File: config.mk
export PLATFORM = sky130hd
export DESIGN_NAME = apb_slave_regfile
export DESIGN_NICKNAME = d
export VERILOG_FILES = /design/src/rtl/apb_slave_pkg.sv /design/src/rtl/apb_slave_decode.sv /design/src/rtl/apb_slave_regfile.sv
export SDC_FILE = /design/constraint.sdc
export NUM_CORES = 1
export LEC_CHECK = 0
export CAP_MARGIN = 20
export CORE_MARGIN = 2
export CORE_UTILIZATION = 30
export DETAILED_ROUTE_END_ITERATION = 7
export HOLD_SLACK_MARGIN = 0.1
export SLEW_MARGIN = 20
export SYNTH_ARGS = -nofsm -noshare
export SYNTH_HDL_FRONTEND = slang
export SYNTH_SLANG_ARGS = --single-unit
File: constraint.sdc
create_clock -name PCLK -period 12.17 [get_ports PCLK]
set_input_delay 3.651 -clock PCLK [delete_from_list [all_inputs] [get_ports PCLK]]
set_output_delay 3.651 -clock PCLK [all_outputs]
set_load 0.05 [all_outputs]
File: src/rtl/apb_slave_pkg.sv
// Shared types and constants for the APB register-file completer.
// Holds the transfer state encoding, the default ID word and the error-cause codes.
// Optional byte-strobe support is selected with APB_SLAVE_PSTRB_EN in the users of this package.
package apb_slave_pkg;

  typedef enum logic [1:0] {
    IDLE = 2'd0,
    WAIT = 2'd1,
    DONE = 2'd2
  } state_t;

  localparam logic [31:0] APB_ID_DEFAULT = 32'hA9B0_0001;

  // Error causes, listed in decode priority order
  localparam logic [2:0] ERR_NONE  = 3'd0;
  localparam logic [2:0] ERR_ALIGN = 3'd1;  // PADDR[1:0] != 0
  localparam logic [2:0] ERR_RANGE = 3'd2;  // address past the last register
  localparam logic [2:0] ERR_RO    = 3'd3;  // write to the read-only ID register
  localparam logic [2:0] ERR_STRB  = 3'd4;  // read carrying non-zero strobes

  function automatic logic is_err(input logic [2:0] cause);
    return cause != ERR_NONE;
  endfunction

endpackage

File: src/rtl/apb_slave_decode.sv
// Address decode for the register file: register index plus a single error flag.
// Purely combinational, zero latency; no flow control of its own.
// Strobe checking on reads is active only when APB_SLAVE_PSTRB_EN is defined.
module apb_slave_decode
  import apb_slave_pkg::*;
#(
  parameter int ADDR_W   = 32,
  parameter int DATA_W   = 32,
  parameter int NUM_REGS = 8,
  parameter int IDX_W    = $clog2(NUM_REGS)
) (
  input  logic [ADDR_W-1:0]   addr,
  input  logic                write,
  input  logic [DATA_W/8-1:0] strb,
  output logic [IDX_W-1:0]    idx,
  output logic                err
);

  logic [2:0]        cause;
  logic [ADDR_W-1:0] upper;
  logic              strb_bad;

  assign idx   = addr[2 +: IDX_W];
  // Anything above the index field must be zero for an in-range access
  assign upper = addr >> (2 + IDX_W);

`ifdef APB_SLAVE_PSTRB_EN
  assign strb_bad = !write && (strb != '0);
`else
  logic strb_unused;
  assign strb_unused = ^strb;
  assign strb_bad    = 1'b0;
`endif

  // First matching cause wins; any cause turns the transfer into an error response
  always_comb begin
    cause = ERR_NONE;
    if (addr[1:0] != 2'b00)
      cause = ERR_ALIGN;
    else if (upper != '0)
      cause = ERR_RANGE;
    else if (write && (idx == '0))
      cause = ERR_RO;
    else if (strb_bad)
      cause = ERR_STRB;
  end

  assign err = is_err(cause);

endmodule

File: src/rtl/apb_slave_regfile.sv
// APB completer fronting a small register file; reg0 is a constant ID word.
// PREADY rises in ACCESS cycle WAIT_STATES+1; all APB outputs are registered.
// Wait states are the only backpressure; APB_SLAVE_PSTRB_EN enables byte-strobed writes.
module apb_slave_regfile
  import apb_slave_pkg::*;
#(
  parameter int                ADDR_W      = 32,
  parameter int                DATA_W      = 32,
  parameter int                NUM_REGS    = 8,
  parameter int                WAIT_STATES = 1,
  parameter logic [DATA_W-1:0] ID_VALUE    = DATA_W'(APB_ID_DEFAULT)
) (
  input  logic                         PCLK,
  input  logic                         PRESETn,
  input  logic                         PSEL,
  input  logic                         PENABLE,
  input  logic                         PWRITE,
  input  logic [ADDR_W-1:0]            PADDR,
  input  logic [DATA_W-1:0]            PWDATA,
  input  logic [DATA_W/8-1:0]          PSTRB,
  output logic [DATA_W-1:0]            PRDATA,
  output logic                         PREADY,
  output logic                         PSLVERR,
  output logic [NUM_REGS*DATA_W-1:0]   REGS_OUT
);

  localparam int IDX_W  = $clog2(NUM_REGS);
  localparam int STRB_W = DATA_W / 8;

  state_t              state;
  logic [3:0]          cnt;
  logic [ADDR_W-1:0]   addr_q;
  logic                write_q;
  logic [DATA_W-1:0]   wdata_q;
  logic [STRB_W-1:0]   strb_q;
  logic [DATA_W-1:0]   regs_q [NUM_REGS];

  logic [ADDR_W-1:0]   dec_addr;
  logic                dec_write;
  logic [STRB_W-1:0]   dec_strb;
  logic [IDX_W-1:0]    idx;
  logic                err;
  logic [DATA_W-1:0]   rd_word;

  // In IDLE the live bus is decoded so a zero-wait transfer can respond straight
  // from SETUP; afterwards the latched copy is decoded for the response and commit.
  assign dec_addr  = (state == IDLE) ? PADDR  : addr_q;
  assign dec_write = (state == IDLE) ? PWRITE : write_q;
  assign dec_strb  = (state == IDLE) ? PSTRB  : strb_q;

  apb_slave_decode #(
    .ADDR_W   (ADDR_W),
    .DATA_W   (DATA_W),
    .NUM_REGS (NUM_REGS),
    .IDX_W    (IDX_W)
  ) u_decode (
    .addr  (dec_addr),
    .write (dec_write),
    .strb  (dec_strb),
    .idx   (idx),
    .err   (err)
  );

  assign rd_word = (idx == '0) ? ID_VALUE : regs_q[idx];

  // Transfer sequencing, registered response and register commit
  always_ff @(posedge PCLK) begin
    if (!PRESETn) begin
      state   <= IDLE;
      cnt     <= '0;
      addr_q  <= '0;
      write_q <= 1'b0;
      wdata_q <= '0;
      strb_q  <= '0;
      PREADY  <= 1'b0;
      PSLVERR <= 1'b0;
      PRDATA  <= '0;
      for (int i = 0; i < NUM_REGS; i++)
        regs_q[i] <= (i == 0) ? ID_VALUE : '0;
    end else begin
      // Response is a one-cycle pulse; it is re-armed only on entry to DONE
      PREADY  <= 1'b0;
      PSLVERR <= 1'b0;
      PRDATA  <= '0;
      case (state)
        IDLE: begin
          // A bare PENABLE without a preceding SETUP is ignored here
          if (PSEL && !PENABLE) begin
            addr_q  <= PADDR;
            write_q <= PWRITE;
            wdata_q <= PWDATA;
            strb_q  <= PSTRB;
            cnt     <= 4'(WAIT_STATES);
            if (WAIT_STATES == 0) begin
              state   <= DONE;
              PREADY  <= 1'b1;
              PSLVERR <= err;
              PRDATA  <= (err || PWRITE) ? '0 : rd_word;
            end else begin
              state <= WAIT;
            end
          end
        end
        WAIT: begin
          if (PSEL && PENABLE) begin
            cnt <= cnt - 4'd1;
            if (cnt <= 4'd1) begin
              state   <= DONE;
              PREADY  <= 1'b1;
              PSLVERR <= err;
              PRDATA  <= (err || write_q) ? '0 : rd_word;
            end
          end else begin
            // Master abandoned the transfer: nothing is written
            state <= IDLE;
          end
        end
        DONE: begin
          state <= IDLE;
          if (write_q && !err) begin
`ifdef APB_SLAVE_PSTRB_EN
            for (int b = 0; b < STRB_W; b++)
              if (strb_q[b])
                regs_q[idx][b*8 +: 8] <= wdata_q[b*8 +: 8];
`else
            regs_q[idx] <= wdata_q;
`endif
          end
        end
        default: state <= IDLE;
      endcase
    end
  end

  // Parallel register image; slot 0 is the constant ID
  assign REGS_OUT[0 +: DATA_W] = ID_VALUE;
  for (genvar i = 1; i < NUM_REGS; i++) begin : g_regs_out
    assign REGS_OUT[i*DATA_W +: DATA_W] = regs_q[i];
  end

endmodule
# Word-level counts from Yosys, hierarchy flattened
# Memories as Yosys holds them, arrays and structs flattened.
# Index checks and enable logic that the tools add are counted.
# W data, S select, Z words.
# totals
reg_bits	105
latchBits	0
ramBits	256
rom_bits	0
input_bits	73
out_inout_bits	290
word_cells	64
n_memories	1
# op_classes
n_addsub	1
mul	0
div	0
order_cmp	1
n_eq_ne	5
n_shift	0
muxes	22
bitwise_logic	4
reduce_logical	21
# memory_table
memory	depth	word_bits	read_ports	rd_ports_with_merged_regs	wr	line_no	source
regs_q	8	32	8	0	8	apb_slave_regfile.sv:36	logic [DATA_W-1:0] regs_q [NUM_REGS];
# ops
cell	count
$mux W32	3
$reduce_bool A32 Y1	1
$reduce_or A32 Y1	1
$mux W3	3
$mux W1	8
$mux W2	4
$mux W4	2
$pmux W4 S2	1
$reduce_and A3 Y1	2
$reduce_or A6 Y1	1
$reduce_or A5 Y1	1
$le A4 B1 Y1 const B	1
$logic_and A1 B1 Y1	4
$not A1 Y1	4
$pmux W2 S2	1
$reduce_and A2 Y1	2
$reduce_and A4 Y1	1
$reduce_bool A2 Y1	2
$sub A4 B1 Y4 const B	1
$logic_not A3 Y1	1
$ne A3 B3 Y1 const B	1
$reduce_bool A3 Y1	1
$eq A2 B1 Y1 const B	1
$eq A2 B2 Y1 const B	1
other kinds (5)	6

# Logic depth before layout (Yosys ltp)
# depth
word_depth	16
mapped_depth	9
mapped_depth_nobuf	6

# Modules after synthesis
# Synthesis repeated with hierarchy kept, for this count alone.
# hier_totals
hier_cells	1235
hier_area_um2	15940.3
# modules_own_cells
module	instances	cells_per_inst	area_each_um2	seq_area_each_um2
apb_slave_regfile	1	1219	15827.7	9629.2
apb_slave_decode	1	16	112.6	0.0

# Least setup slack after synthesis
# OpenSTA, ideal clock, no wires.
# synth_path
path_kind	in2reg
from	in PADDR[2]
to	mem regs_q[2][0], enable pin
setup_ns	0.466
t_arrival_ns	7.133
required_time_ns	11.704
path_slack_ns	4.572
stages	7
path_buffers	2
path_cell_list	or4_1 -> o31ai_2 -> and2_1 -> buf_2 -> buf_2 -> nand2_1 -> o21ai_0
# synth_rtl
item	line_no	source
start: declaration	apb_slave_regfile.sv:18	input logic [ADDR_W-1:0] PADDR,
end: declaration	apb_slave_regfile.sv:36	

==> impl_results.rst <==
.. list-table::
   :header-rows: 1

   * - Metric
     - Value
   * - Max Fclk
     - 129.5 MHz
   * - Number of synthesized register bits
     - 338
   * - Count of clock tree sinks
     - about 340
   * - Count of TritonRoute iterations in the first routing pass
     - 7
   * - Fillers
     - 4308
   * - Pwr Density
     - 145.6 nW/um^2
   * - Total congestion overflow
     - 0
   * - Worst rel slew slack
     - 0.2804
   * - Drt wl/cell
     - 25.34 um
   * - Buffer count from post-CTS setup fixing
     - 0
   * - Maximum VDD drop
     - approximately 0.000074 V
   * - ANT nets after route
     - 0
   * - Setup Skew
     - 0.02459 ns
   * - Cell types occupying the most area after synthesis
     - sky130_fd_sc_hd__edfxtp_1, sky130_fd_sc_hd__dfxtp_1, sky130_fd_sc_hd__nor2_1
   * - Most frequent cell after synthesis
     - sky130_fd_sc_hd__edfxtp_1
   * - Worst skew pair latency
     - 0.57 ns
   * - WP data arrival
     - 7.94 ns
   * - Via count of the first global-routing pass
     - 10870
   * - Antenna violations before repair
     - 2
   * - Layout Area Growth over Synthesis
     - 37.42%
   * - Routed wire length
     - 54.47 mm
   * - Number of enable flip-flop cells after synthesis
     - between 200 and 250
   * - Count of distinct cell types in the synthesized netlist
     - 62
   * - RSZ-0062 raised after global routing
     - false
   * - Post-place setup slack
     - ~3.6 ns
   * - Max cap viols
     - 0
   * - Clock transition at the registers of the reported paths
     - roughly 0.060 ns
   * - Final hold violation count
     - 0
   * - Fin crit share
     - 0.6345
   * - Result of the run
     - finished clean
   * - Antenna fix cells
     - 0
   * - Number of vias after detailed routing
     - 10990
   * - Endpoint required time on the critical path
     - ~12 ns
   * - Top-area cell type share of the netlist area
     - 0.5102
   * - Count of unresolved DRC violations after routing
     - 0
   * - Total number of nets in the final design
     - roughly 1600
   * - Commonest cells in the synthesized netlist
     - sky130_fd_sc_hd__edfxtp_1, sky130_fd_sc_hd__nor2_1, sky130_fd_sc_hd__nand2_1
   * - Setup TNS after final layout
     - 0 ns
   * - Min cycle time layout
     - 7.722 ns
   * - Detailed Route Iter0 Violations
     - ~940
   * - CP Capture Type
     - flop
   * - Ys async rst share
     - 0
   * - Hold buffer count at CTS
     - 0
   * - Gp weighted congestion
     - 0.8051
   * - Actual slew at the worst max-slew pin
     - between 1 and 1.5 ns
   * - Clock Tree Root
     - sky130_fd_sc_hd__clkbuf_16
   * - Worst min-delay path class
     - flop to flop
   * - Area of the placeable core
     - 45280 um^2
   * - Synth Instances
     - approximately 1200
   * - Max Fanout on Critical Path
     - 78
   * - Die area
     - 47440 um^2
   * - CTS-repair resized insts
     - 0
   * - Number of port buffers
     - about 330
   * - Worst path setup slack after routing
     - 4.448 ns
   * - Most used flip-flop cell after synthesis
     - sky130_fd_sc_hd__edfxtp_1
   * - Wire length of the first global-routing pass
     - 75.42 mm
   * - Static leakage power
     - 6.307 nW
   * - Classification of the worst setup path
     - primary input to flop
   * - Netlist area before placement
     - 13710 um^2
   * - Total CTS buffers
     - 38
   * - Vertical die dimension
     - 217.8 um
   * - Final number of max-transition violations
     - 0
   * - Max clock buf depth
     - 3
   * - Maximum number of pins on one net before global-route repair
     - 79
   * - Final HPWL from detailed placement
     - 34.65 mm
   * - CTS H-tree depth
     - 2
   * - Total of endpoints with negative setup slack in the final report
     - 0
   * - Number of rows in the core area
     - a little under 80
   * - Number of vias per cell after detailed routing
     - 5.113
   * - Type of origin of the critical path
     - primary input
   * - Largest area contributor in the netlist
     - sky130_fd_sc_hd__edfxtp_1
   * - Yosys warning count
     - 0
   * - Post-Syn Area per Cell
     - between 10 and 15 um^2
   * - Total design power
     - 2.744 mW
   * - Starting Density
     - 0.3028
   * - Fraction of final layout cells sized beyond drive strength 1
     - 0.08263
   * - Number of primary I/O pins
     - 363
   * - Clock tree from TritonCTS
     - yes
   * - Horiz. Die Dim
     - between 200 and 250 um
   * - Worst hold-check slack
     - 0.4525 ns
   * - Share of the yosys chip area belonging to registers
     - 0.6635
   * - All-Layer GR Usage
     - 0.2244
kinds of logic (layout without fill, tap and decap cells):
| group | Yosys count | count (layout) | share of synthesized area |
|---|---|---|---|
| AO/OA/AOI/OAI | 223 | 223 | 0.1137 |
| XOR/XNOR | 2 | 2 | 0.001278 |
| adder cells (fa/ha/maj) | 2 | 2 | 0.001825 |
| buffers and inverters | 116 | 429 | 0.04808 |
| flip-flops | 338 | 338 | 0.6635 |
| multiplexers | 38 | 38 | 0.02938 |
| other | 2 | 41 | 0.0005476 |
| AND/OR/NAND/NOR | 476 | 476 | 0.1417 |
metal layers:
layer	global-route usage	part of all wire	vias up
li1	-	-	4867
met3	0.05105	0.084	84
met2	0.3765	0.48	610
met1	0.2862	0.41	5425
met4	0.07324	0.024	2
met5	0	0.00022	-
stage by stage:
stage                       util  area (um^2)  instances
after floorplan                -        13860       1236
after global placement    0.3878        17560       2076
after detailed placement  0.3887        17600       2077
after CTS                 0.4150        18790       2147
after global routing      0.4161        18840       2149
final                     0.4161        18840       2149
final cells by class:
type	instances	area, um^2	share of cell area
Clock buffer	50	1036	0.05498
Clock inverter	20	152.6	0.008100
Inverter	5	20.02	0.001062
Multi-Input combinational cell	782	4260	0.2261
Sequential cell	338	9099	0.4828
Tap cell	600	750.7	0.03984
Timing Repair Buffer	354	3526	0.1871
worst paths after layout:
| check | startpoint | endpoint | slack [ns] | cells after the start |
|---|---|---|---|---|
| setup / recovery | PRESETn | regs_q[4][31]$_SDFFCE_PN0P_ | 4.45 | 8 |
| setup reg to reg | state[0]$_SDFFE_PN0P_ | regs_q[4][31]$_SDFFCE_PN0P_ | 8.17 | 6 |
| hold reg to reg | addr_q[6]$_SDFFE_PN0P_ | addr_q[6]$_SDFFE_PN0P_ | 0.45 | 2 |
| hold / removal | addr_q[6]$_SDFFE_PN0P_ | addr_q[6]$_SDFFE_PN0P_ | 0.45 | 2 |
sequential cells by signal, indices dropped and copies added (netlist names):
register	flops
PRDATA	32
regs_q	233
wdata_q	32
write_q	1
addr_q	32
cnt	4
PSLVERR	1
PREADY	1
state	2
where the power goes:
part / switching [mW] / leakage (nW) / internal, mW / total, mW
logic: 0.241 / 2.48 / 0.103 / 0.343
clock network: 0.481 / 0.587 / 0.627 / 1.11
registers: 0.0274 / 3.24 / 1.27 / 1.29
total: 0.749 / 6.31 / 2.00 / 2.74
worst max-delay path, cell delays in order:
cell and delay, ns:
sky130_fd_sc_hd__clkdlybuf4s50_1 1.12, sky130_fd_sc_hd__clkinv_2 0.10, sky130_fd_sc_hd__buf_4 0.45, sky130_fd_sc_hd__nor3_4 0.71, sky130_fd_sc_hd__buf_4 0.49, sky130_fd_sc_hd__nand2_1 0.16, sky130_fd_sc_hd__o21ai_4 0.71, sky130_fd_sc_hd__buf_4 0.46
cell usage in the layout, fill, tap and decap left out, types with 9 or more instances in the layout:
cell type                           n
sky130_fd_sc_hd__clkdlybuf4s50_1  326
sky130_fd_sc_hd__edfxtp_1         233
sky130_fd_sc_hd__nor2_1           230
sky130_fd_sc_hd__nand2_1          189
sky130_fd_sc_hd__dfxtp_1          105
sky130_fd_sc_hd__a21oi_1           81
sky130_fd_sc_hd__conb_1            41
sky130_fd_sc_hd__clkbuf_16         38
sky130_fd_sc_hd__a22oi_1           37
sky130_fd_sc_hd__mux2i_1           29
sky130_fd_sc_hd__buf_4             25
sky130_fd_sc_hd__a222oi_1          20
sky130_fd_sc_hd__o22a_1            16
sky130_fd_sc_hd__a31oi_1           14
sky130_fd_sc_hd__nor4_1            13
sky130_fd_sc_hd__a22o_1            13
sky130_fd_sc_hd__clkinv_2           9
Note: power is estimated with default switching activity, not from simulation.
